$ cat config.mk
export PLATFORM = sky130hd
export DESIGN_NAME = shift_rotate_unit
export DESIGN_NICKNAME = d
export VERILOG_FILES = /design/src/rtl/sru_pkg.sv /design/src/rtl/sru_stage.sv /design/src/rtl/shift_rotate_unit.sv
export SDC_FILE = /design/constraint.sdc
export NUM_CORES = 1
export LEC_CHECK = 0
export CAP_MARGIN = 25
export CELL_PAD_IN_SITES_DETAIL_PLACEMENT = 1
export CELL_PAD_IN_SITES_GLOBAL_PLACEMENT = 1
export CORE_MARGIN = 2
export CORE_UTILIZATION = 35
export DETAILED_ROUTE_END_ITERATION = 7
export PLACE_DENSITY = 0.79
export SYNTH_ARGS = -nofsm -noshare
export SYNTH_HDL_FRONTEND = slang
export SYNTH_SLANG_ARGS = --single-unit
$ cat constraint.sdc
create_clock -name Clock -period 3.95 [get_ports Clock]
set_input_delay 0.79 -clock Clock [delete_from_list [all_inputs] [get_ports Clock]]
set_output_delay 0.79 -clock Clock [all_outputs]
set_load 0.02 [all_outputs]
$ cat src/rtl/sru_pkg.sv
// Shared definitions for the shift/rotate unit: op_code values, the control
// word that travels down the pipe, and a ceil-log2 helper for sizing.
package sru_pkg;

  localparam int OP_BITS = 5;

  localparam logic [OP_BITS-1:0] OP_SHR  = 5'b00101;
  localparam logic [OP_BITS-1:0] OP_SHRA = 5'b00110;
  localparam logic [OP_BITS-1:0] OP_SHL  = 5'b00111;
  localparam logic [OP_BITS-1:0] OP_ROL  = 5'b01000;
  localparam logic [OP_BITS-1:0] OP_ROR  = 5'b01001;

  // Per-slot control bits carried alongside the data through every stage.
  typedef struct packed {
    logic valid;    // slot holds a real op (bubbles have valid = 0)
    logic rot;      // rotate: the mask never shrinks
    logic left;     // data was bit-reversed on entry and must be reversed back
    logic illegal;  // op_code was not one of the five ops
  } sru_ctl_t;

  // Ceil-log2, usable in constant expressions.
  function automatic int log2(input int value);
    int bits;
    bits = 0;
    while ((1 << bits) < value) bits++;
    return bits;
  endfunction

endpackage

$ cat src/rtl/sru_stage.sv
// One log-shifter level: right rotate-with-mask by 2^LEVEL when the matching
// count bit is set. REGISTERED selects a pipeline register on the output.
module sru_stage
  import sru_pkg::*;
#(
  parameter int WIDTH      = 32,
  parameter int LEVEL      = 0,
  parameter bit REGISTERED = 1'b0
) (
  input  logic                   i_clk,
  input  logic                   i_rst_n,
  input  logic                   i_en,
  input  sru_ctl_t               i_ctl,
  input  logic [WIDTH-1:0]       i_data,
  input  logic [WIDTH-1:0]       i_mask,
  input  logic [log2(WIDTH)-1:0] i_cnt,
  input  logic                   i_fill,
  input  logic                   i_carry,
  output sru_ctl_t               o_ctl,
  output logic [WIDTH-1:0]       o_data,
  output logic [WIDTH-1:0]       o_mask,
  output logic [log2(WIDTH)-1:0] o_cnt,
  output logic                   o_fill,
  output logic                   o_carry
);

  localparam int SHIFT = 1 << LEVEL;

  logic [WIDTH-1:0] w_data;
  logic [WIDTH-1:0] w_mask;

  // Rotate data right by SHIFT; for shifts the mask of surviving bits shrinks too.
  always_comb begin
    w_data = i_data;
    w_mask = i_mask;
    if (i_cnt[LEVEL]) begin
      w_data = {i_data[SHIFT-1:0], i_data[WIDTH-1:SHIFT]};
      if (!i_ctl.rot) w_mask = i_mask >> SHIFT;
    end
  end

  if (REGISTERED) begin : g_reg
    // Pipeline register: the whole pipe moves together on the global enable.
    always_ff @(posedge i_clk) begin
      // NOTE: datapath fields are cleared along with valid so the unit's
      // outputs read all-zero after Clear rather than stale data.
      if (!i_rst_n) begin
        o_ctl   <= '0;
        o_data  <= '0;
        o_mask  <= '0;
        o_cnt   <= '0;
        o_fill  <= 1'b0;
        o_carry <= 1'b0;
      end else if (i_en) begin
        // NOTE: non-blocking so every stage samples its predecessor's old value.
        o_ctl   <= i_ctl;
        o_data  <= w_data;
        o_mask  <= w_mask;
        o_cnt   <= i_cnt;
        o_fill  <= i_fill;
        o_carry <= i_carry;
      end
    end
  end else begin : g_comb
    assign o_ctl   = i_ctl;
    assign o_data  = w_data;
    assign o_mask  = w_mask;
    assign o_cnt   = i_cnt;
    assign o_fill  = i_fill;
    assign o_carry = i_carry;

    // Clock, reset and enable only matter to the registered flavour.
    logic w_unused_ctrl;
    assign w_unused_ctrl = ^{i_clk, i_rst_n, i_en};
  end

endmodule

$ cat src/rtl/shift_rotate_unit.sv
// Pipelined shift/rotate unit. Left ops are turned into right ops by bit
// reversal, so the core is a right-only log shifter with a fill mask.
module shift_rotate_unit
  import sru_pkg::*;
#(
  parameter int WIDTH     = 32,
  parameter int PIPE_REGS = 2
) (
  input  logic               Clock,
  input  logic               Clear,
  input  logic               in_valid,
  output logic               in_ready,
  input  logic [OP_BITS-1:0] op_code,
  input  logic [WIDTH-1:0]   data_in,
  input  logic [WIDTH-1:0]   amount,
  output logic               out_valid,
  input  logic               out_ready,
  output logic [WIDTH-1:0]   result,
  output logic               carry,
  output logic               zero,
  output logic               illegal
);

  localparam int               LEVELS    = log2(WIDTH);
  localparam logic [WIDTH-1:0] WIDTH_VAL = WIDTH'(WIDTH);

  function automatic logic [WIDTH-1:0] reverse_bits(input logic [WIDTH-1:0] value);
    for (int i = 0; i < WIDTH; i++) reverse_bits[i] = value[WIDTH-1-i];
  endfunction

  logic              w_en;
  logic              w_is_left;
  logic              w_is_rot;
  logic              w_is_legal;
  logic              w_sat;
  sru_ctl_t          w_p_ctl;
  logic [WIDTH-1:0]  w_p_data;
  logic [WIDTH-1:0]  w_p_mask;
  logic [LEVELS-1:0] w_p_cnt;
  logic              w_p_fill;
  logic              w_p_carry;

  sru_ctl_t          w_ctl   [LEVELS+1];
  logic [WIDTH-1:0]  w_data  [LEVELS+1];
  logic [WIDTH-1:0]  w_mask  [LEVELS+1];
  logic [LEVELS-1:0] w_cnt   [LEVELS+1];
  logic              w_fill  [LEVELS+1];
  logic              w_carry [LEVELS+1];
  logic [WIDTH-1:0]  w_merged;

  // A stalled output freezes the whole pipe, so input is accepted exactly when it moves.
  assign w_en     = !out_valid || out_ready;
  assign in_ready = w_en;

  // Prep: decode, saturate the count, pre-reverse left ops, pick fill and carry.
  always_comb begin
    // NOTE: every output of this block gets a default first, so no path infers a latch.
    w_p_mask  = '1;
    w_p_cnt   = '0;
    w_p_carry = 1'b0;

    w_is_left  = (op_code == OP_SHL) || (op_code == OP_ROL);
    w_is_rot   = (op_code == OP_ROL) || (op_code == OP_ROR);
    w_is_legal = w_is_left || w_is_rot || (op_code == OP_SHR) || (op_code == OP_SHRA);
    w_sat      = |amount[WIDTH-1:LEVELS];
    w_p_data   = w_is_left ? reverse_bits(data_in) : data_in;
    w_p_fill   = (op_code == OP_SHRA) && data_in[WIDTH-1];

    // In the (possibly reversed) right-shift frame the bit moved out last is
    // always data[count-1]; shifts of WIDTH or more empty the word entirely.
    if (w_is_legal) begin
      if (w_sat && !w_is_rot) begin
        w_p_mask  = '0;
        w_p_carry = (amount == WIDTH_VAL) ? w_p_data[WIDTH-1] : w_p_fill;
      end else begin
        w_p_cnt = amount[LEVELS-1:0];
        if (w_p_cnt != '0) w_p_carry = w_p_data[w_p_cnt - 1'b1];
      end
    end

    w_p_ctl.valid   = in_valid;
    w_p_ctl.rot     = w_is_rot;
    w_p_ctl.left    = w_is_left;
    w_p_ctl.illegal = in_valid && !w_is_legal;
  end

  assign w_ctl[0]   = w_p_ctl;
  assign w_data[0]  = w_p_data;
  assign w_mask[0]  = w_p_mask;
  assign w_cnt[0]   = w_p_cnt;
  assign w_fill[0]  = w_p_fill;
  assign w_carry[0] = w_p_carry;

  // Registers are spread so that exactly PIPE_REGS of the LEVELS stages are
  // registered, the last one always among them; latency then equals PIPE_REGS.
  for (genvar k = 0; k < LEVELS; k++) begin : g_level
    localparam bit REG_HERE = (((k + 1) * PIPE_REGS) / LEVELS) != ((k * PIPE_REGS) / LEVELS);

    sru_stage #(
      .WIDTH      (WIDTH),
      .LEVEL      (k),
      .REGISTERED (REG_HERE)
    ) u_stage (
      .i_clk   (Clock),
      .i_rst_n (Clear),
      .i_en    (w_en),
      .i_ctl   (w_ctl[k]),
      .i_data  (w_data[k]),
      .i_mask  (w_mask[k]),
      .i_cnt   (w_cnt[k]),
      .i_fill  (w_fill[k]),
      .i_carry (w_carry[k]),
      .o_ctl   (w_ctl[k+1]),
      .o_data  (w_data[k+1]),
      .o_mask  (w_mask[k+1]),
      .o_cnt   (w_cnt[k+1]),
      .o_fill  (w_fill[k+1]),
      .o_carry (w_carry[k+1])
    );
  end

  // Final stage: apply fill to vacated bits and undo the left-op reversal.
  always_comb begin
    w_merged = (w_data[LEVELS] & w_mask[LEVELS]) |
               ({WIDTH{w_fill[LEVELS]}} & ~w_mask[LEVELS]);
    result   = w_ctl[LEVELS].left ? reverse_bits(w_merged) : w_merged;
  end

  assign out_valid = w_ctl[LEVELS].valid;
  assign carry     = w_carry[LEVELS];
  assign illegal   = w_ctl[LEVELS].illegal;
  assign zero      = w_ctl[LEVELS].valid && (result == '0);

  // The count and rotate flag are fully consumed before the last stage.
  logic w_unused_tail;
  assign w_unused_tail = ^{w_cnt[LEVELS], w_ctl[LEVELS].rot};

endmodule
==> impl_metrics.prom, run 1 <==
# TYPE chip_impl_metric gauge
chip_impl_metric{name="netlist_area",unit="um2"} 8160
chip_impl_metric{name="fp-row-count",unit=""} 55
chip_impl_info{name="worstHoldPathType",value="reg -> reg"} 1
chip_impl_metric{name="report.final.hold_viol_count",unit=""} 0
chip_impl_metric{name="place_hpwl",unit="um"} 21700
chip_impl_info{name="synthFlopType",value="sky130_fd_sc_hd__dfxtp_1"} 1
chip_impl_info{name="synth_top_family_by_area",value="multiplexers"} 1
chip_impl_metric{name="synth.yosys.warnings",unit=""} 0
chip_impl_metric{name="crit_fanout",unit=""} 29
chip_impl_metric{name="clock_latency_on_the_worst_skew_pair",unit="ns"} 0.42
chip_impl_metric{name="gp_routability_congestion",unit=""} 0.885
chip_impl_metric{name="worst-endpoint-required",unit="ns"} 3.16
chip_impl_metric{name="cts_buffers",unit=""} 17
chip_impl_metric{name="post_route_hold_slack",unit="ns"} 0.452
chip_impl_metric{name="synth-simple-area-share",unit="%"} 21.0
chip_impl_info{name="critical_path.reg2reg.startpoint",value="g_level[4].u_stage.o_ctl[3]$_SDFFE_PN0P_"} 1
chip_impl_metric{name="io_pins",unit=""} 110
chip_impl_metric{name="synth_compound_area_share",unit="%"} 20.7
chip_impl_info{name="run_status",value="complete, no violations"} 1
chip_impl_metric{name="wl",unit="um"} 30100
chip_impl_metric{name="post_cts_hold_buffer_count",unit=""} 0
chip_impl_metric{name="drt-wirelength-per-cell",unit="um"} 21.5
chip_impl_metric{name="power_leakage",unit="nW"} 3.80
chip_impl_metric{name="fin_area",unit="um2"} 10300
chip_impl_metric{name="drc_errors",unit=""} 0
chip_impl_metric{name="cell_depth_of_the_worst_flop_to_flop_path",unit=""} 6
chip_impl_metric{name="max_cap_violations",unit=""} 0
chip_impl_metric{name="core_area",unit="um2"} 22800
chip_impl_metric{name="vias_per_cell",unit=""} 6.09
chip_impl_metric{name="final.setup.tns",unit="ns"} 0
chip_impl_metric{name="vdd_ir_drop_max",unit="mV"} 0.282
chip_impl_info{name="synth_top_cell_by_area",value="sky130_fd_sc_hd__dfxtp_1"} 1
chip_impl_metric{name="grt_max_degree",unit=""} 112
chip_impl_info{name="setup.worst_path.start",value="g_level[4].u_stage.o_ctl[1]$_SDFFE_PN0P_"} 1
chip_impl_metric{name="ys_ff_latch",unit=""} 117
chip_impl_info{name="final_common_cell",value="sky130_fd_sc_hd__nand2_1"} 1
chip_impl_metric{name="diodes",unit=""} 0
chip_impl_metric{name="ys_seq_area_share",unit="%"} 28.7
chip_impl_metric{name="slew_headroom",unit="%"} 32.1
chip_impl_metric{name="antenna_found_initial",unit=""} 0
chip_impl_metric{name="depth_of_the_cts_h_tree",unit=""} 4
chip_impl_metric{name="route.vias.total",unit=""} 8528
chip_impl_info{name="timing.setup.critical_path_class",value="reg -> out"} 1
chip_impl_metric{name="die_h",unit="um"} 157
chip_impl_metric{name="net_count_reported_at_finish",unit=""} 1149
chip_impl_metric{name="max_freq",unit="MHz"} 274
chip_impl_metric{name="critPathArrivalTime",unit="ns"} 2.86
chip_impl_info{name="regToRegEndpoint",value="g_level[2].u_stage.o_data[15]$_SDFFE_PN0P_"} 1
chip_impl_metric{name="firstDrtPassIters",unit=""} 5
chip_impl_metric{name="report.final.setup_viol",unit=""} 0
chip_impl_metric{name="fillers",unit=""} 2667
chip_impl_metric{name="syn_area_per_cell",unit="um2"} 8.24
chip_impl_metric{name="asyncSetResetFlopFracSynth",unit="%"} 0
chip_impl_metric{name="report.power.total",unit="W"} 0.00362
chip_impl_metric{name="syn-num-nets",unit=""} 1065
chip_impl_metric{name="post_route_cells_drive_above_1_share",unit="%"} 12.3
chip_impl_info{name="final_cell_mix",value="sky130_fd_sc_hd__nand2_1, sky130_fd_sc_hd__dfxtp_1, sky130_fd_sc_hd__mux2i_1"} 1
chip_impl_metric{name="grt.overflow.total",unit=""} 0
chip_impl_info{name="post_synth_main_area_contributors",value="sky130_fd_sc_hd__dfxtp_1, sky130_fd_sc_hd__mux2i_1, sky130_fd_sc_hd__mux4_2, sky130_fd_sc_hd__nand2_1, sky130_fd_sc_hd__a21oi_1"} 1
chip_impl_metric{name="grt_pass1_vias",unit=""} 8367
chip_impl_metric{name="grt_pass1_wl",unit="um"} 47200
chip_impl_metric{name="number_of_different_library_cells_in_the_post_synthesis_netlist",unit=""} 64
chip_impl_metric{name="synth.top_cell.area_share",unit="%"} 28.7
chip_impl_info{name="tritoncts",value="built"} 1
chip_impl_metric{name="portBuffers",unit=""} 109
chip_impl_metric{name="dpl_cell_area",unit="um2"} 9660
chip_impl_metric{name="drt_iter0_drc",unit=""} 857
chip_impl_metric{name="tightestPinTransition",unit="ns"} 1.02
chip_impl_info{name="grt_setup_unrepaired",value="false"} 1
chip_impl_metric{name="syn-instance-count",unit=""} 991
chip_impl_metric{name="yosys.area_share.xor_xnor",unit="%"} 0.322
chip_impl_metric{name="die_width",unit="um"} 157
chip_impl_metric{name="synthToLayoutAreaGrowth",unit="%"} 26.4
chip_impl_metric{name="finalClockSkew",unit="ns"} 0.0102
chip_impl_info{name="timing.critical_path.to",value="zero"} 1
chip_impl_metric{name="power.density",unit="nW/um2"} 351
chip_impl_metric{name="die-area",unit="um2"} 24600
chip_impl_info{name="critical_path.endpoint_type",value="output port"} 1
chip_impl_metric{name="regToRegSetupSlack",unit="ns"} 1.81
chip_impl_metric{name="yosys.area_share.adder",unit="%"} 0.153
chip_impl_metric{name="drv_slew",unit=""} 0
chip_impl_metric{name="finalWorstPathRequiredPeriod",unit="ns"} 3.65
chip_impl_metric{name="muxShareOfSynthArea",unit="%"} 24.4
chip_impl_metric{name="synth_edf_count",unit=""} 0
chip_impl_metric{name="ant_nets",unit=""} 0
chip_impl_metric{name="cts_num_sinks",unit=""} 117
chip_impl_metric{name="clkTransAtPathRegs",unit="ns"} 0.06
chip_impl_metric{name="max-clock-path-buffers",unit=""} 2
chip_impl_metric{name="postLayoutCoreUtil",unit="%"} 45.3
chip_impl_info{name="setup.worst_path.start_class",value="flop"} 1
chip_impl_metric{name="final.period_utilization",unit="%"} 92.5
chip_impl_metric{name="start_util",unit="%"} 35.8
chip_impl_metric{name="grt_use_total",unit="%"} 24.6
chip_impl_info{name="cts.root.buffer_cell",value="sky130_fd_sc_hd__clkbuf_16"} 1
-- timing repair --
item | 4_1_cts | 5_1_grt
resized for setup | 0 | 0
buffers inserted | 0 | 1
setup endpoints to repair | 0 | 1
endpoints found under the hold margin | 0 | 0
-- logic make-up (layout without fill, tap and decap cells) --
kind of cell               Yosys count  count (layout)
AOI/OAI and AO/OA                  267             267
adders and majority gates            1               1
and+or+nand+nor                    361             361
muxes                              151             151
buffers and inverters               91             188
DFF                                117             117
xor gates and xnor gates             3               3
-- cells in the mapped netlist (all sizes together) (12+ instances only) --
cell and instances:
a211oi 22, a21oi 94, buf 27, clkbuf 57
dfxtp 117, mux2i 110, mux4 38, nand2 152
nand3 83, nand3b 12, nor2 52, nor3 12
nor4 15, o211ai 28, o21ai 58, o221ai 17
-- power breakdown --
part	switching [W]	total [W]	leakage (nW)	internal, W
sequential	0.000120	0.00138	0.969	0.00126
combinational	0.000332	0.000622	2.53	0.000291
clock	0.000652	0.00161	0.296	0.000958
total	0.00110	0.00362	3.80	0.00251
-- per-layer routing --
layer  part of all wire, %  GRT usage [%]  vias up
met5                     0              0        -
met4                   1.8           6.38        0
met3                   5.3           4.07       39
met2                    49           40.7      264
met1                    44           33.4     4295
li1                      -              -     3930
-- critical path, cell delays in order (launching register included) --
cell and delay (ns):
sky130_fd_sc_hd__dfxtp_4 0.63, sky130_fd_sc_hd__buf_4 0.25, sky130_fd_sc_hd__mux2i_1 0.09, sky130_fd_sc_hd__nand2_1 0.08, sky130_fd_sc_hd__o211ai_1 0.15, sky130_fd_sc_hd__nor4_1 0.31, sky130_fd_sc_hd__nand4_1 0.12, sky130_fd_sc_hd__nor3_1 0.16
sky130_fd_sc_hd__clkdlybuf4s50_1 0.63
-- worst min path at each step --
| stage | start | endpoint | cells past startpoint | slack [ns] |
|---|---|---|---|---|
| 6_report | g_level[2].u_stage.o_fill$_SDFFE_PN0P_ | g_level[2].u_stage.o_fill$_SDFFE_PN0P_ | 2 | 0.45 |
| 5_1_grt | g_level[2].u_stage.o_ctl[1]$_SDFFE_PN0P_ | g_level[4].u_stage.o_ctl[1]$_SDFFE_PN0P_ | 2 | 0.47 |
| 4_1_cts | g_level[2].u_stage.o_ctl[1]$_SDFFE_PN0P_ | g_level[4].u_stage.o_ctl[1]$_SDFFE_PN0P_ | 2 | 0.45 |
| 3_5_place_dp | g_level[2].u_stage.o_ctl[1]$_SDFFE_PN0P_ | g_level[4].u_stage.o_ctl[1]$_SDFFE_PN0P_ | 2 | 0.44 |
| 3_3_place_gp | g_level[2].u_stage.o_fill$_SDFFE_PN0P_ | g_level[2].u_stage.o_fill$_SDFFE_PN0P_ | 2 | 0.44 |
| 2_1_floorplan | g_level[2].u_stage.o_fill$_SDFFE_PN0P_ | g_level[2].u_stage.o_fill$_SDFFE_PN0P_ | 2 | 0.43 |
-- per-stage QoR --
step	std cells	setup WS [ns]
global route	1401	0.0872
finish	1401	0.298
detailed placement	1366	0.0663
global placement	1365	0.0589
CTS	1398	0.0604
floorplan	991	0.533
-- flip-flops by register name, indices dropped and copies added (netlist names) --
| name | flops |
|---|---|
| g_level.u_stage.o_mask | 40 |
| g_level.u_stage.o_data | 64 |
| g_level.u_stage.o_ctl | 7 |
| g_level.u_stage.o_cnt | 2 |
| g_level.u_stage.o_carry | 2 |
| g_level.u_stage.o_fill | 2 |
-- layout make-up --
cell class | count | area (um2) | share of cell area (%)
multi-input combinational | 783 | 5450 | 52.8
sequential | 117 | 2350 | 22.7
timing repair buffer | 149 | 1500 | 14.5
clock buffer | 17 | 425 | 4.12
tap | 313 | 392 | 3.80
clock inverter | 15 | 180 | 1.75
inverter | 7 | 26.3 | 0.255
Power figures use the tool's default switching activity.
==> inputs of run 2 (changes only) <==
SLEW_MARGIN = 20   (was default)
==> run 2 against run 1 <==
  * Maximum frequency increased by 0.13%
  * Register-to-register slack got worse by 0.03 ns
  * Design area decreased by 0.30%
  * Critical path type unchanged
  * Combinational power about the same
  * Final cell count about the same
  * Via count decreased by 1.6%
  * Sequential power about the same
  * Non-clock buffer count decreased by 1
==> impl_metrics.prom, run 2 (synthesis gave the netlist of run 1 again) <==
# TYPE chip_impl_metric gauge
chip_impl_metric{name="worst-endpoint-required",unit="ns"} 3.16
chip_impl_info{name="min_delay_worst_endpoint",value="g_level[2].u_stage.o_fill$_SDFFE_PN0P_"} 1
chip_impl_info{name="critical_path.endpoint_type",value="output port"} 1
chip_impl_info{name="timing.setup.critical_path_class",value="reg -> out"} 1
chip_impl_metric{name="power.density",unit="nW/um2"} 351
chip_impl_info{name="tritoncts",value="built"} 1
chip_impl_metric{name="antenna_found_initial",unit=""} 0
chip_impl_metric{name="synthToLayoutAreaGrowth",unit="%"} 26.0
chip_impl_metric{name="drt-wirelength-per-cell",unit="um"} 21.1
chip_impl_metric{name="slew_headroom",unit="%"} 32.1
chip_impl_metric{name="holdPathStages",unit=""} 2
chip_impl_metric{name="diodes",unit=""} 0
chip_impl_metric{name="die_width",unit="um"} 157
chip_impl_metric{name="grt_max_degree",unit=""} 112
chip_impl_info{name="cts.root.buffer_cell",value="sky130_fd_sc_hd__clkbuf_16"} 1
chip_impl_metric{name="route.vias.total",unit=""} 8393
chip_impl_metric{name="finalWorstSetupSlack",unit="ns"} 0.303
chip_impl_metric{name="ant_nets",unit=""} 0
chip_impl_metric{name="clkTransAtPathRegs",unit="ns"} 0.07
chip_impl_info{name="cpMaxStageDelayCell",value="sky130_fd_sc_hd__dfxtp_4"} 1
chip_impl_metric{name="fp-row-count",unit=""} 55
chip_impl_metric{name="core_area",unit="um2"} 22800
chip_impl_info{name="final_common_cell",value="sky130_fd_sc_hd__nand2_1"} 1
chip_impl_info{name="run_status",value="complete, no violations"} 1
chip_impl_metric{name="gp_routability_congestion",unit=""} 0.885
chip_impl_metric{name="finalWorstPathRequiredPeriod",unit="ns"} 3.65
chip_impl_metric{name="wl",unit="um"} 29600
chip_impl_metric{name="power_leakage",unit="nW"} 3.78
chip_impl_info{name="critical_path.reg2reg.startpoint",value="g_level[4].u_stage.o_ctl[3]$_SDFFE_PN0P_"} 1
chip_impl_metric{name="final.period_utilization",unit="%"} 92.3
chip_impl_metric{name="report.final.hold_viol_count",unit=""} 0
chip_impl_metric{name="largest_register_ffs",unit=""} 64
chip_impl_metric{name="report.final.setup_viol",unit=""} 0
chip_impl_metric{name="drc_errors",unit=""} 0
chip_impl_info{name="holdCritStartpoint",value="g_level[2].u_stage.o_fill$_SDFFE_PN0P_"} 1
chip_impl_metric{name="grt_pass1_wl",unit="um"} 46600
chip_impl_metric{name="cell_depth_of_the_worst_flop_to_flop_path",unit=""} 6
chip_impl_metric{name="vias_per_cell",unit=""} 6.00
chip_impl_metric{name="vdd_ir_drop_max",unit="mV"} 0.363
chip_impl_metric{name="finalClockSkew",unit="ns"} 0.0114
chip_impl_metric{name="report.power.total",unit="W"} 0.00361
chip_impl_info{name="setup.worst_path.start_class",value="flop"} 1
chip_impl_metric{name="max-clock-path-buffers",unit=""} 2
chip_impl_metric{name="drv_slew",unit=""} 0
chip_impl_metric{name="cts_buffers",unit=""} 17
chip_impl_info{name="regToRegEndpoint",value="g_level[2].u_stage.o_data[15]$_SDFFE_PN0P_"} 1
chip_impl_metric{name="regToRegSetupSlack",unit="ns"} 1.78
chip_impl_metric{name="detailedPlace.worstSlack",unit="ns"} 0.116
chip_impl_metric{name="grt_use_total",unit="%"} 24.3
chip_impl_metric{name="io_pins",unit=""} 110
chip_impl_metric{name="critPathArrivalTime",unit="ns"} 2.86
chip_impl_metric{name="start_util",unit="%"} 35.8
chip_impl_metric{name="cts_num_sinks",unit=""} 117
chip_impl_metric{name="dpl_cell_area",unit="um2"} 9650
chip_impl_metric{name="max_freq",unit="MHz"} 274
chip_impl_metric{name="clock_latency_on_the_worst_skew_pair",unit="ns"} 0.42
chip_impl_metric{name="grt.overflow.total",unit=""} 0
chip_impl_metric{name="fin_area",unit="um2"} 10300
chip_impl_metric{name="critPathMaxStageDelay",unit="ns"} 0.64
chip_impl_metric{name="tightestPinTransition",unit="ns"} 1.02
chip_impl_info{name="worstHoldPathType",value="reg -> reg"} 1
chip_impl_metric{name="crit_fanout",unit=""} 29
chip_impl_info{name="list_of_cells_traversed_by_the_critical_path",value="buf_4 -> mux2i_1 -> nand2_1 -> o211ai_1 -> nor4_1 -> nand4_1 -> nor3_1 -> clkdlybuf4s50_1"} 1
chip_impl_metric{name="drt_iter0_drc",unit=""} 694
chip_impl_metric{name="grt_pass1_vias",unit=""} 8265
chip_impl_metric{name="final.setup.tns",unit="ns"} 0
chip_impl_metric{name="post_cts_hold_buffer_count",unit=""} 0
chip_impl_info{name="final_cell_mix",value="sky130_fd_sc_hd__nand2_1, sky130_fd_sc_hd__dfxtp_1, sky130_fd_sc_hd__mux2i_1"} 1
chip_impl_metric{name="die_h",unit="um"} 157
chip_impl_metric{name="place_hpwl",unit="um"} 21700
chip_impl_metric{name="net_count_reported_at_finish",unit=""} 1148
chip_impl_metric{name="die-area",unit="um2"} 24600
chip_impl_metric{name="portBuffers",unit=""} 109
chip_impl_metric{name="firstDrtPassIters",unit=""} 5
chip_impl_metric{name="post_route_cells_drive_above_1_share",unit="%"} 12.2
chip_impl_info{name="grt_setup_unrepaired",value="false"} 1
chip_impl_info{name="regMostFlops",value="g_level.u_stage.o_data"} 1
chip_impl_metric{name="max_cap_violations",unit=""} 0
chip_impl_info{name="largestRegisters",value="g_level.u_stage.o_data (64), g_level.u_stage.o_mask (40), g_level.u_stage.o_ctl (7)"} 1
chip_impl_metric{name="depth_of_the_cts_h_tree",unit=""} 4
run 2: what timing repair did:
item	in CTS	in global routing
setup endpoints to repair	0	1
setup buffers	0	1
resized for setup	0	0
run 2: worst max-delay path, delay by kind of cell (launching register included):
| kind | cells | cell delay, ns |
|---|---|---|
| and+or+nand+nor | 4 | 0.67 |
| muxes | 1 | 0.08 |
| buffers and inverters | 2 | 0.88 |
| AOI/OAI and AO/OA | 1 | 0.16 |
| DFF | 1 | 0.64 |
run 2: how the worst max path moves through the flow:
stage,from,endpoint,slack (ns),cells past startpoint
3_3_place_gp,op_code[1],g_level[2].u_stage.o_data[8]$_SDFFE_PN0P_,0.06,8
6_report,g_level[4].u_stage.o_ctl[1]$_SDFFE_PN0P_,zero,0.30,8
3_5_place_dp,op_code[1],g_level[2].u_stage.o_data[8]$_SDFFE_PN0P_,0.12,8
5_1_grt,g_level[4].u_stage.o_ctl[1]$_SDFFE_PN0P_,zero,0.07,8
2_1_floorplan,g_level[4].u_stage.o_ctl[1]$_SDFFE_PN0P_,zero,0.53,8
4_1_cts,g_level[4].u_stage.o_ctl[1]$_SDFFE_PN0P_,zero,0.10,7
run 2: per-stage QoR:
stage | std cells | hold WS, ns | util, %
floorplan | 991 | 0.432 | -
global placement | 1365 | 0.441 | 42.3
finish | 1400 | 0.453 | 45.2
CTS | 1398 | 0.452 | 45.0
detailed placement | 1366 | 0.439 | 42.4
global route | 1400 | 0.477 | 45.2
run 2: cell type report:
class                           instances  area [um2]
Fill cell                            2686       12500
Multi-Input combinational cell        783        5450
Sequential cell                       117        2350
Timing Repair Buffer                  148        1470
Clock buffer                           17         425
Tap cell                              313         392
Clock inverter                         15         180
Inverter                                7        26.3
run 2: power breakdown:
part           switching (W)  internal (W)
registers           0.000118       0.00126
clock network       0.000648      0.000958
logic               0.000330      0.000290
total                0.00110       0.00251
run 2: layer usage:
layer	vias up	global-route usage, %	wire length [um]
li1	3921	-	-
met1	4187	33.2	13500
met2	253	40.1	14300
met3	32	3.41	1310
met4	0	6.99	529
met5	-	0	0
==> inputs of run 3 (changes only) <==
CTS_CLUSTER_DIAMETER = 120   (was default)
DONT_BUFFER_PORTS = 1   (was default)
PLACE_DENSITY = 0.71   (was 0.79)
==> run 3 against run 2 <==
  * Combinational power shrank 23%
  * First-iteration DRC count shrank 3.5%
  * Design area shrank 13%
  * Die area is the same
  * Clock power is essentially flat
  * Critical path depth shrank 1
  * Setup slack gained 0.019 ns
  * Global-route usage shrank 1.4 points
  * Clock skew shrank 0.0014 ns
  * Critical endpoint unchanged
  * Wire length shrank 5.2%
  * Utilization shrank 5.7 points
  * Worst hold slack gained 0.0014 ns
==> impl_metrics.prom, run 3 (synthesis gave the netlist of run 1 again) <==
# TYPE chip_impl_metric gauge
chip_impl_metric{name="depth_of_the_cts_h_tree",unit=""} 4
chip_impl_info{name="worstHoldPathType",value="reg -> reg"} 1
chip_impl_info{name="largestRegisters",value="g_level.u_stage.o_data (64), g_level.u_stage.o_mask (40), g_level.u_stage.o_ctl (7)"} 1
chip_impl_metric{name="route.vias.total",unit=""} 7837
chip_impl_info{name="list_of_cells_traversed_by_the_critical_path",value="buf_4 -> o21ai_0 -> a21o_1 -> nor4_1 -> nand2_1 -> nor3_1 -> buf_4"} 1
chip_impl_metric{name="postLayoutCoreUtil",unit="%"} 39.5
chip_impl_metric{name="dpl_cell_area",unit="um2"} 8350
chip_impl_metric{name="post_route_cells_drive_above_1_share",unit="%"} 11.5
chip_impl_metric{name="vias_per_cell",unit=""} 6.17
chip_impl_metric{name="io_pins",unit=""} 110
chip_impl_metric{name="crit_fanout",unit=""} 43
chip_impl_metric{name="final.period_utilization",unit="%"} 91.9
chip_impl_metric{name="grt_use_total",unit="%"} 22.9
chip_impl_metric{name="clkTransAtPathRegs",unit="ns"} 0.06
chip_impl_metric{name="share_comb_of_total_power",unit="%"} 13.6
chip_impl_metric{name="core_area",unit="um2"} 22800
chip_impl_metric{name="post-cts-setup-buffers",unit=""} 0
chip_impl_metric{name="start_util",unit="%"} 35.8
chip_impl_info{name="cp_common_cell",value="sky130_fd_sc_hd__buf_4"} 1
chip_impl_metric{name="critPathArrivalTime",unit="ns"} 2.84
chip_impl_metric{name="power_switching",unit="W"} 0.000973
chip_impl_metric{name="firstDrtPassIters",unit=""} 5
chip_impl_metric{name="net_count_reported_at_finish",unit=""} 1019
chip_impl_metric{name="critPathMaxStageDelay",unit="ns"} 0.74
chip_impl_metric{name="grt_pass1_wl",unit="um"} 43800
chip_impl_metric{name="final.setup.tns",unit="ns"} 0
chip_impl_metric{name="cts_num_sinks",unit=""} 117
chip_impl_info{name="grt_setup_unrepaired",value="false"} 1
chip_impl_info{name="tritoncts",value="built"} 1
chip_impl_metric{name="tightestPinTransition",unit="ns"} 1.07
chip_impl_metric{name="holdPathStages",unit=""} 2
chip_impl_metric{name="slew_headroom",unit="%"} 28.4
chip_impl_metric{name="report.final.hold_viol_count",unit=""} 0
chip_impl_metric{name="grt.overflow.total",unit=""} 0
chip_impl_metric{name="grt_max_degree",unit=""} 92
chip_impl_metric{name="detailedPlace.worstSlack",unit="ns"} 0.521
chip_impl_metric{name="post_cts_hold_buffer_count",unit=""} 0
chip_impl_metric{name="die_h",unit="um"} 157
chip_impl_metric{name="drv_slew",unit=""} 0
chip_impl_metric{name="clock_latency_on_the_worst_skew_pair",unit="ns"} 0.42
chip_impl_metric{name="drc_errors",unit=""} 0
chip_impl_info{name="critical_path.endpoint_type",value="output port"} 1
chip_impl_metric{name="p_int",unit="W"} 0.00254
chip_impl_metric{name="antenna_found_initial",unit=""} 0
chip_impl_metric{name="place_hpwl",unit="um"} 20500
chip_impl_metric{name="power.density",unit="nW/um2"} 391
chip_impl_metric{name="largest_register_ffs",unit=""} 64
chip_impl_metric{name="wl",unit="um"} 28100
chip_impl_info{name="timing.setup.critical_path_class",value="reg -> out"} 1
chip_impl_metric{name="cts_buffers",unit=""} 17
chip_impl_metric{name="fp-row-count",unit=""} 55
chip_impl_metric{name="finalClockSkew",unit="ns"} 0.0100
chip_impl_metric{name="grt_pass1_vias",unit=""} 7535
chip_impl_metric{name="synthToLayoutAreaGrowth",unit="%"} 10.2
chip_impl_metric{name="vdd_ir_drop_max",unit="mV"} 0.295
chip_impl_info{name="setup.worst_path.start_class",value="flop"} 1
chip_impl_info{name="cts.root.buffer_cell",value="sky130_fd_sc_hd__clkbuf_16"} 1
chip_impl_metric{name="cell_depth_of_the_worst_flop_to_flop_path",unit=""} 6
chip_impl_metric{name="worst-endpoint-required",unit="ns"} 3.16
chip_impl_metric{name="diodes",unit=""} 0
chip_impl_info{name="regMostFlops",value="g_level.u_stage.o_data"} 1
chip_impl_metric{name="post_cts.resized_instances",unit=""} 0
chip_impl_metric{name="drt_iter0_drc",unit=""} 670
chip_impl_metric{name="finalWorstSetupSlack",unit="ns"} 0.322
chip_impl_metric{name="max_freq",unit="MHz"} 276
chip_impl_metric{name="drt-wirelength-per-cell",unit="um"} 22.1
chip_impl_metric{name="max_cap_violations",unit=""} 0
chip_impl_metric{name="switching_fraction_of_total_power",unit="%"} 27.7
chip_impl_info{name="final_cell_mix",value="sky130_fd_sc_hd__nand2_1, sky130_fd_sc_hd__dfxtp_1, sky130_fd_sc_hd__mux2i_1"} 1
chip_impl_metric{name="finalWorstPathRequiredPeriod",unit="ns"} 3.63
chip_impl_info{name="final_common_cell",value="sky130_fd_sc_hd__nand2_1"} 1
chip_impl_info{name="run_status",value="complete, no violations"} 1
chip_impl_metric{name="gp_routability_congestion",unit=""} 0.893
chip_impl_info{name="cpMaxStageDelayCell",value="sky130_fd_sc_hd__dfxtp_4"} 1
chip_impl_metric{name="power_frac_seq",unit="%"} 39.6
chip_impl_metric{name="fin_area",unit="um2"} 9000
chip_impl_metric{name="max-clock-path-buffers",unit=""} 2
chip_impl_metric{name="die_width",unit="um"} 157
chip_impl_metric{name="report.power.total",unit="W"} 0.00351
chip_impl_metric{name="die-area",unit="um2"} 24600
chip_impl_metric{name="clock_power_share",unit="%"} 46.8
chip_impl_metric{name="report.final.setup_viol",unit=""} 0
chip_impl_metric{name="ant_nets",unit=""} 0
chip_impl_metric{name="portBuffers",unit=""} 0
chip_impl_metric{name="power_leakage",unit="nW"} 3.24
[run 3: cell count changes in the layout (fill, tap and decap cells not counted), moves of 2 or more]
cell,delta
sky130_fd_sc_hd__inv_8,-3
sky130_fd_sc_hd__bufinv_16,+2
sky130_fd_sc_hd__clkdlybuf4s50_1,-108
sky130_fd_sc_hd__buf_12,-5
sky130_fd_sc_hd__clkinv_2,+3
sky130_fd_sc_hd__clkinvlp_4,+3
sky130_fd_sc_hd__clkbuf_1,+2
sky130_fd_sc_hd__inv_6,-6
sky130_fd_sc_hd__buf_4,-13
[run 3: final cells by class]
cell class	instances	area, um2
clock buffer	20	447
tap	313	392
inverter	7	27.5
timing repair buffer	19	155
clock inverter	12	178
multi-input combinational	783	5450
sequential	117	2350
fill	2684	13800
[run 3: per-stage QoR]
step,hold WS (ns),instances
after global placement,0.441,1238
after floorplan,0.432,991
after global routing,0.480,1271
final,0.455,1271
after detailed placement,0.451,1238
after CTS,0.460,1270
[run 3: power groups by stage]
stage	Combinational, W	Sequential (W)	Clock, W
2_1_floorplan	0.000381	0.00135	0
3_3_place_gp	0.000461	0.00141	0
3_5_place_dp	0.000469	0.00141	0
4_1_cts	0.000474	0.00139	0.00167
5_1_grt	0.000524	0.00140	0.00173
6_report	0.000479	0.00139	0.00164
[run 3: critical path, delay by kind of cell, from the launching register on]
family | cells | cell delay (ns)
flops | 1 | 0.74
simple gates | 3 | 0.81
buf+inv | 2 | 0.49
compound gates | 2 | 0.35
[run 3: final timing paths]
kind                                                      to                                startpoint  slack [ns]
setup / recovery                                        zero  g_level[4].u_stage.o_ctl[1]$_SDFFE_PN0P_        0.32
hold / removal        g_level[2].u_stage.o_fill$_SDFFE_PN0P_    g_level[2].u_stage.o_fill$_SDFFE_PN0P_        0.45
setup reg to reg  g_level[4].u_stage.o_mask[19]$_SDFFE_PN0P_  g_level[4].u_stage.o_ctl[3]$_SDFFE_PN0P_        1.43
hold reg to reg       g_level[2].u_stage.o_fill$_SDFFE_PN0P_    g_level[2].u_stage.o_fill$_SDFFE_PN0P_        0.45
[run 3: per-layer routing]
metal  global-route usage, %  up-vias  part of all wire [%]
li1                        -     3649                     -
met4                    7.47        0                   2.4
met5                       0        -                     0
met1                    32.0     3911                    46
met2                    35.3      236                    46
met3                    4.51       41                   5.8
==> RTL change 1 (flow settings as in run 3) <==
`WIDTH` is set to 32 in 2 places; all go to 64.
--- a/src/rtl/sru_stage.sv
+++ b/src/rtl/sru_stage.sv
@@ -3,7 +3,7 @@
 module sru_stage
   import sru_pkg::*;
 #(
-  parameter int WIDTH      = 32,
+  parameter int WIDTH      = 64,
   parameter int LEVEL      = 0,
   parameter bit REGISTERED = 1'b0
 ) (
--- a/src/rtl/shift_rotate_unit.sv
+++ b/src/rtl/shift_rotate_unit.sv
@@ -3,7 +3,7 @@
 module shift_rotate_unit
   import sru_pkg::*;
 #(
-  parameter int WIDTH     = 32,
+  parameter int WIDTH     = 64,
   parameter int PIPE_REGS = 2
 ) (
   input  logic               Clock,
Interface: changed (resized amount, data_in and result); port bits go from 110 to 206. No check against the original RTL was run, so the function may have changed too.
==> RTL change 1 against run 3 <==
  * Register-to-register slack better by 0.04 ns
  * Routed wire length grew to 2.5 times the old value
  * Cell area is 110% higher
  * Total power is 75% higher
  * Setup slack worse by 0.21 ns
  * Sequential power is 84% higher
  * Sequential cell count is 97 higher
  * Synthesized area is 110% higher
  * Synthesized cell count is 110% higher
==> RTL change 1: results (changes against run 3) <==
\begin{tabular}{lr}
\hline
Metric & Value \\
\hline
\multicolumn{2}{l}{\textbf{Synth}} \\
\quad Top area cells in the synthesized netlist & sky130\_fd\_sc\_hd\_\_dfxtp\_1, sky130\_fd\_sc\_hd\_\_mux2i\_1, sky130\_fd\_sc\_hd\_\_mux4\_2 \\
\quad List of most frequent post-synthesis cells & sky130\_fd\_sc\_hd\_\_nor2\_1, sky130\_fd\_sc\_hd\_\_dfxtp\_1, sky130\_fd\_sc\_hd\_\_mux2i\_1 \\
\quad Mean Syn Cell Area & 8.16 um\^{}2 (-0.93\%) \\
\quad Distinct cells, synth & 69 (+7.8\%) \\
\quad Compound-Gate Fraction of Synth Area & 28.5\% (+7.8 points) \\
\multicolumn{2}{l}{\textbf{Pwr}} \\
\quad Combinational power & 1190 uW (+150\%) \\
\quad Internal power & 4190 uW (+65\%) \\
\quad Leakage power figure & 0.00651 uW (+100\%) \\
\quad Power share of the sequential group & 41.8\% (+2.2 points) \\
\multicolumn{2}{l}{\textbf{Global route}} \\
\quad Vias in the first global route & 17000 (+130\%) \\
\quad Largest net degree at the start of global routing & 155 (+68\%) \\
\quad Global Route Usage Sum & 27.3\% (+4.4 points) \\
\quad Met2 global-route usage & 45.4\% (+10 points) \\
\quad Antenna violations before repair & 1 (+1) \\
\multicolumn{2}{l}{\textbf{Worst hold path}} \\
\quad Hold crit path type & in -> reg \\
\multicolumn{2}{l}{\textbf{Placement}} \\
\quad Estimated wirelength of the detail-placed design & 52000 um (+150\%) \\
\quad Placed cell areas & 17600 um\^{}2 (+110\%) \\
\quad Post-placement setup slack & 0.204 ns (-0.317 ns) \\
\multicolumn{2}{l}{\textbf{Routing}} \\
\quad Number of design-rule violations left by the first detailed-router iteration & 1679 (+150\%) \\
\quad Post-detailed-route via-to-cell ratio & 6.69 (+8.5\%) \\
\quad Met2 routed wirelength & 32800 um (+160\%) \\
\quad Final routed wirelength across all metal layers & 70600 um (+150\%) \\
\quad Routed length on met1 & 30500 um (+140\%) \\
\multicolumn{2}{l}{\textbf{Timing}} \\
\quad Worst slew margin relative to its limit & 32.4\% (+4.0 points) \\
\multicolumn{2}{l}{\textbf{Clocking}} \\
\quad Maximum root-to-sink buffer count & 3 (+1) \\
\quad Number of buffers created by CTS & 26 (+9) \\
\quad H-tree depth & 1 (-3) \\
\multicolumn{2}{l}{\textbf{Layout}} \\
\quad Fill cells & 5638 (+110\%) \\
\quad Largest regs & g\_level.u\_stage.o\_data x128, g\_level.u\_stage.o\_mask x72, g\_level.u\_stage.o\_ctl x7 \\
\quad \# nets final & 2103 (+110\%) \\
\multicolumn{2}{l}{\textbf{Run status}} \\
\quad Status & complete, no violations \\
\multicolumn{2}{l}{\textbf{Setup path}} \\
\quad Largest stage delay on the critical path & 0.52 ns (-0.22 ns) \\
\hline
\end{tabular}
RTL change 1: cell count changes after synthesis, sizes merged, moves of 31 or more:
cell,delta
o21ai,+47
buf,+31
nor2,+169
and2,+37
clkbuf,+106
a21o,+68
mux2i,+90
mux4,+35
dfxtp,+97
a41oi,+58
o221ai,+50
o22ai,+46
a211oi,+63
a21oi,+31
RTL change 1: cell type report:
class	count	area, um^2	area share, %
multi-input combinational	1614	11700	63.2
sequential	214	4300	23.2
timing repair buffer	94	833	4.51
tap	615	769	4.16
clock buffer	38	757	4.09
clock inverter	9	90.1	0.487
inverter	14	60.1	0.325
RTL change 1: worst paths after layout:
| check | startpoint | end | slack [ns] | cells after the start |
|---|---|---|---|---|
| setup / recovery | g_level[5].u_stage.o_ctl[1] | zero | 0.11 | 7 |
| hold / removal | Clear | g_level[5].u_stage.o_mask[27] | 0.37 | 2 |
| setup reg to reg | g_level[5].u_stage.o_ctl[3] | g_level[2].u_stage.o_data[4] | 1.47 | 6 |
| hold reg to reg | g_level[2].u_stage.o_ctl[1] | g_level[2].u_stage.o_ctl[1] | 0.46 | 2 |
RTL change 1: timing repair:
item | 4_1_cts | 5_1_grt
resized for setup | 0 | 1
gates cloned | 0 | 0
pin swaps | 0 | 2
hold endpoints to repair | 0 | 0
buffers inserted | 1 | 3
endpoints found under the setup margin | 1 | 1
RTL change 1: logic make-up (layout without fill, tap and decap cells):
logic type               count (synthesis)  in the layout
flip-flops                             214            214
AO/OA/AOI/OAI                          690            690
multiplexers                           294            294
AND/OR/NAND/NOR                        619            619
XOR/XNOR                                 9              9
adder cells (fa/ha/maj)                  2              2
buffers and inverters                  235            155
==> RTL change 2 (flow settings as in run 3) <==
Without the edit above. Make the reset (`i_rst_n`) asynchronous in one clocked block.
--- a/src/rtl/sru_stage.sv
+++ b/src/rtl/sru_stage.sv
@@ -41,7 +41,7 @@
 
   if (REGISTERED) begin : g_reg
     // Pipeline register: the whole pipe moves together on the global enable.
-    always_ff @(posedge i_clk) begin
+    always_ff @(posedge i_clk or negedge i_rst_n) begin
       // NOTE: datapath fields are cleared along with valid so the unit's
       // outputs read all-zero after Clear rather than stale data.
       if (!i_rst_n) begin
Formal check against the unedited RTL: not equivalent (a bounded check fails within 4 cycles, from zero or initial values; the reset may be asserted at any time).
==> RTL change 2 against run 3 <==
  * Synthesized cell count shrank 5.8%
  * Largest cell class unchanged
  * Cell area is 6.0% higher
  * Synthesized area grew 6.4%
  * Sequential cell count is the same
  * Non-clock buffer count rose by 12
  * Setup slack lost 0.029 ns
  * Routed wire length decreased by 0.42%
Power is not compared: it rests on default switching activity, and its combinational part moved more than twofold at a synthesized area within 25%.
==> RTL change 2: results (changes against run 3) <==
\begin{tabular}{lr}
\hline
Metric & Value \\
\hline
\multicolumn{2}{l}{\textbf{Setup path}} \\
\quad Slowest library cell on the worst path & sky130\_fd\_sc\_hd\_\_dfrtp\_4 \\
\quad Capture point of the worst reg-to-reg path & g\_level[2].u\_stage.o\_carry \\
\quad Setup slack of the worst register-to-register path & 1.48 ns (+0.05 ns) \\
\quad R2r startpoint & g\_level[4].u\_stage.o\_ctl[3] \\
\quad Top Family by Delay on Critical Path & flip-flops \\
\quad Largest stage delay on the critical path & 0.77 ns (+0.03 ns) \\
\multicolumn{2}{l}{\textbf{Layout}} \\
\quad Signal buf overhead & 2.57\% (+0.85 points) \\
\quad Fraction of area in clock buffers and inverters & 6.15\% (-0.79 points) \\
\quad Non-Filler Instances & 1248 (-1.8\%) \\
\quad Share of cells above drive strength 1 & 15.3\% (+3.8 points) \\
\quad Multi-input logic portion of the cell area & 56.1\% (-4.4 points) \\
\multicolumn{2}{l}{\textbf{Run status}} \\
\quad Status & complete, no violations \\
\multicolumn{2}{l}{\textbf{Synth}} \\
\quad Number of standard cells after synthesis & 934 (-5.8\%) \\
\quad Net count after synthesis & 1008 (-5.4\%) \\
\quad Top area cells in the synthesized netlist & sky130\_fd\_sc\_hd\_\_dfrtp\_1, sky130\_fd\_sc\_hd\_\_mux2i\_1, sky130\_fd\_sc\_hd\_\_mux4\_2 \\
\quad Multiplexer share of the synthesized area & 28.3\% (+4.0 points) \\
\multicolumn{2}{l}{\textbf{Routing}} \\
\quad Mean routed wirelength per cell & 22.4 um (+1.4\%) \\
\quad Number of design-rule violations left by the first detailed-router iteration & 425 (-37\%) \\
\multicolumn{2}{l}{\textbf{Placement}} \\
\quad Post-placement setup slack & 0.333 ns (-0.188 ns) \\
\quad Placer's final routability congestion estimate & 0.899 (+0.68\%) \\
\quad DP Cell Count & 1216 (-1.8\%) \\
\multicolumn{2}{l}{\textbf{Worst hold path}} \\
\quad Hold crit path type & in -> async \\
\multicolumn{2}{l}{\textbf{Global route}} \\
\quad Vias in the first global route & 7473 (-0.82\%) \\
\quad Global Route Usage Sum & 22.0\% (-0.93 points) \\
\quad Global-route wire length before repair & 44500 um (+1.5\%) \\
\multicolumn{2}{l}{\textbf{Timing}} \\
\quad Upper clock frequency limit & 273 MHz (-0.80\%) \\
\quad Worst slew margin relative to its limit & 42.3\% (+14 points) \\
\quad Worst clock skew & 0.00602 ns (-0.00401 ns) \\
\multicolumn{2}{l}{\textbf{Floorplan}} \\
\quad Area inside the core boundary & 24300 um\^{}2 (+6.8\%) \\
\hline
\end{tabular}
RTL change 2: changes by cell type after synthesis, moves of 19 or more:
cell / before / now
sky130_fd_sc_hd__dfrtp_1: 0 / 117
sky130_fd_sc_hd__dfxtp_1: 117 / 0
sky130_fd_sc_hd__nor2_1: 52 / 148
sky130_fd_sc_hd__a21oi_1: 93 / 28
sky130_fd_sc_hd__nand2_1: 150 / 119
sky130_fd_sc_hd__o21ai_0: 55 / 27
sky130_fd_sc_hd__nand3_1: 83 / 56
sky130_fd_sc_hd__a211oi_1: 21 / 0
sky130_fd_sc_hd__mux2_2: 3 / 22
RTL change 2: worst min-delay path by stage:
stage / start / endpoint / slack [ns]
2_1_floorplan: g_level[2].u_stage.o_ctl[3] / g_level[4].u_stage.o_ctl[3] / 0.43
3_3_place_gp: g_level[2].u_stage.o_ctl[3] / g_level[4].u_stage.o_ctl[3] / 0.44
3_5_place_dp: g_level[2].u_stage.o_ctl[3] / g_level[4].u_stage.o_ctl[3] / 0.45
4_1_cts: Clear / g_level[4].u_stage.o_mask[24] / 0.05
5_1_grt: Clear / g_level[4].u_stage.o_mask[26] / 0.04
6_report: Clear / g_level[4].u_stage.o_mask[14] / 0.06
RTL change 2: per-layer routing:
layer | vias up | wire (um) | track usage [%]
met5 | - | 0 | 0
met4 | 0 | 663 | 6.57
met3 | 36 | 1400 | 4.42
met2 | 196 | 13400 | 35.9
met1 | 3716 | 12500 | 29.5
li1 | 3399 | - | -
RTL change 2: power by group:
part           leakage [uW]  internal [uW]  switching (uW)  total, uW
Sequential          0.00129           1380             267       1650
Clock              0.000274            958             572       1530
Combinational       0.00218            377             592        969
Total               0.00375           2720            1430       4150
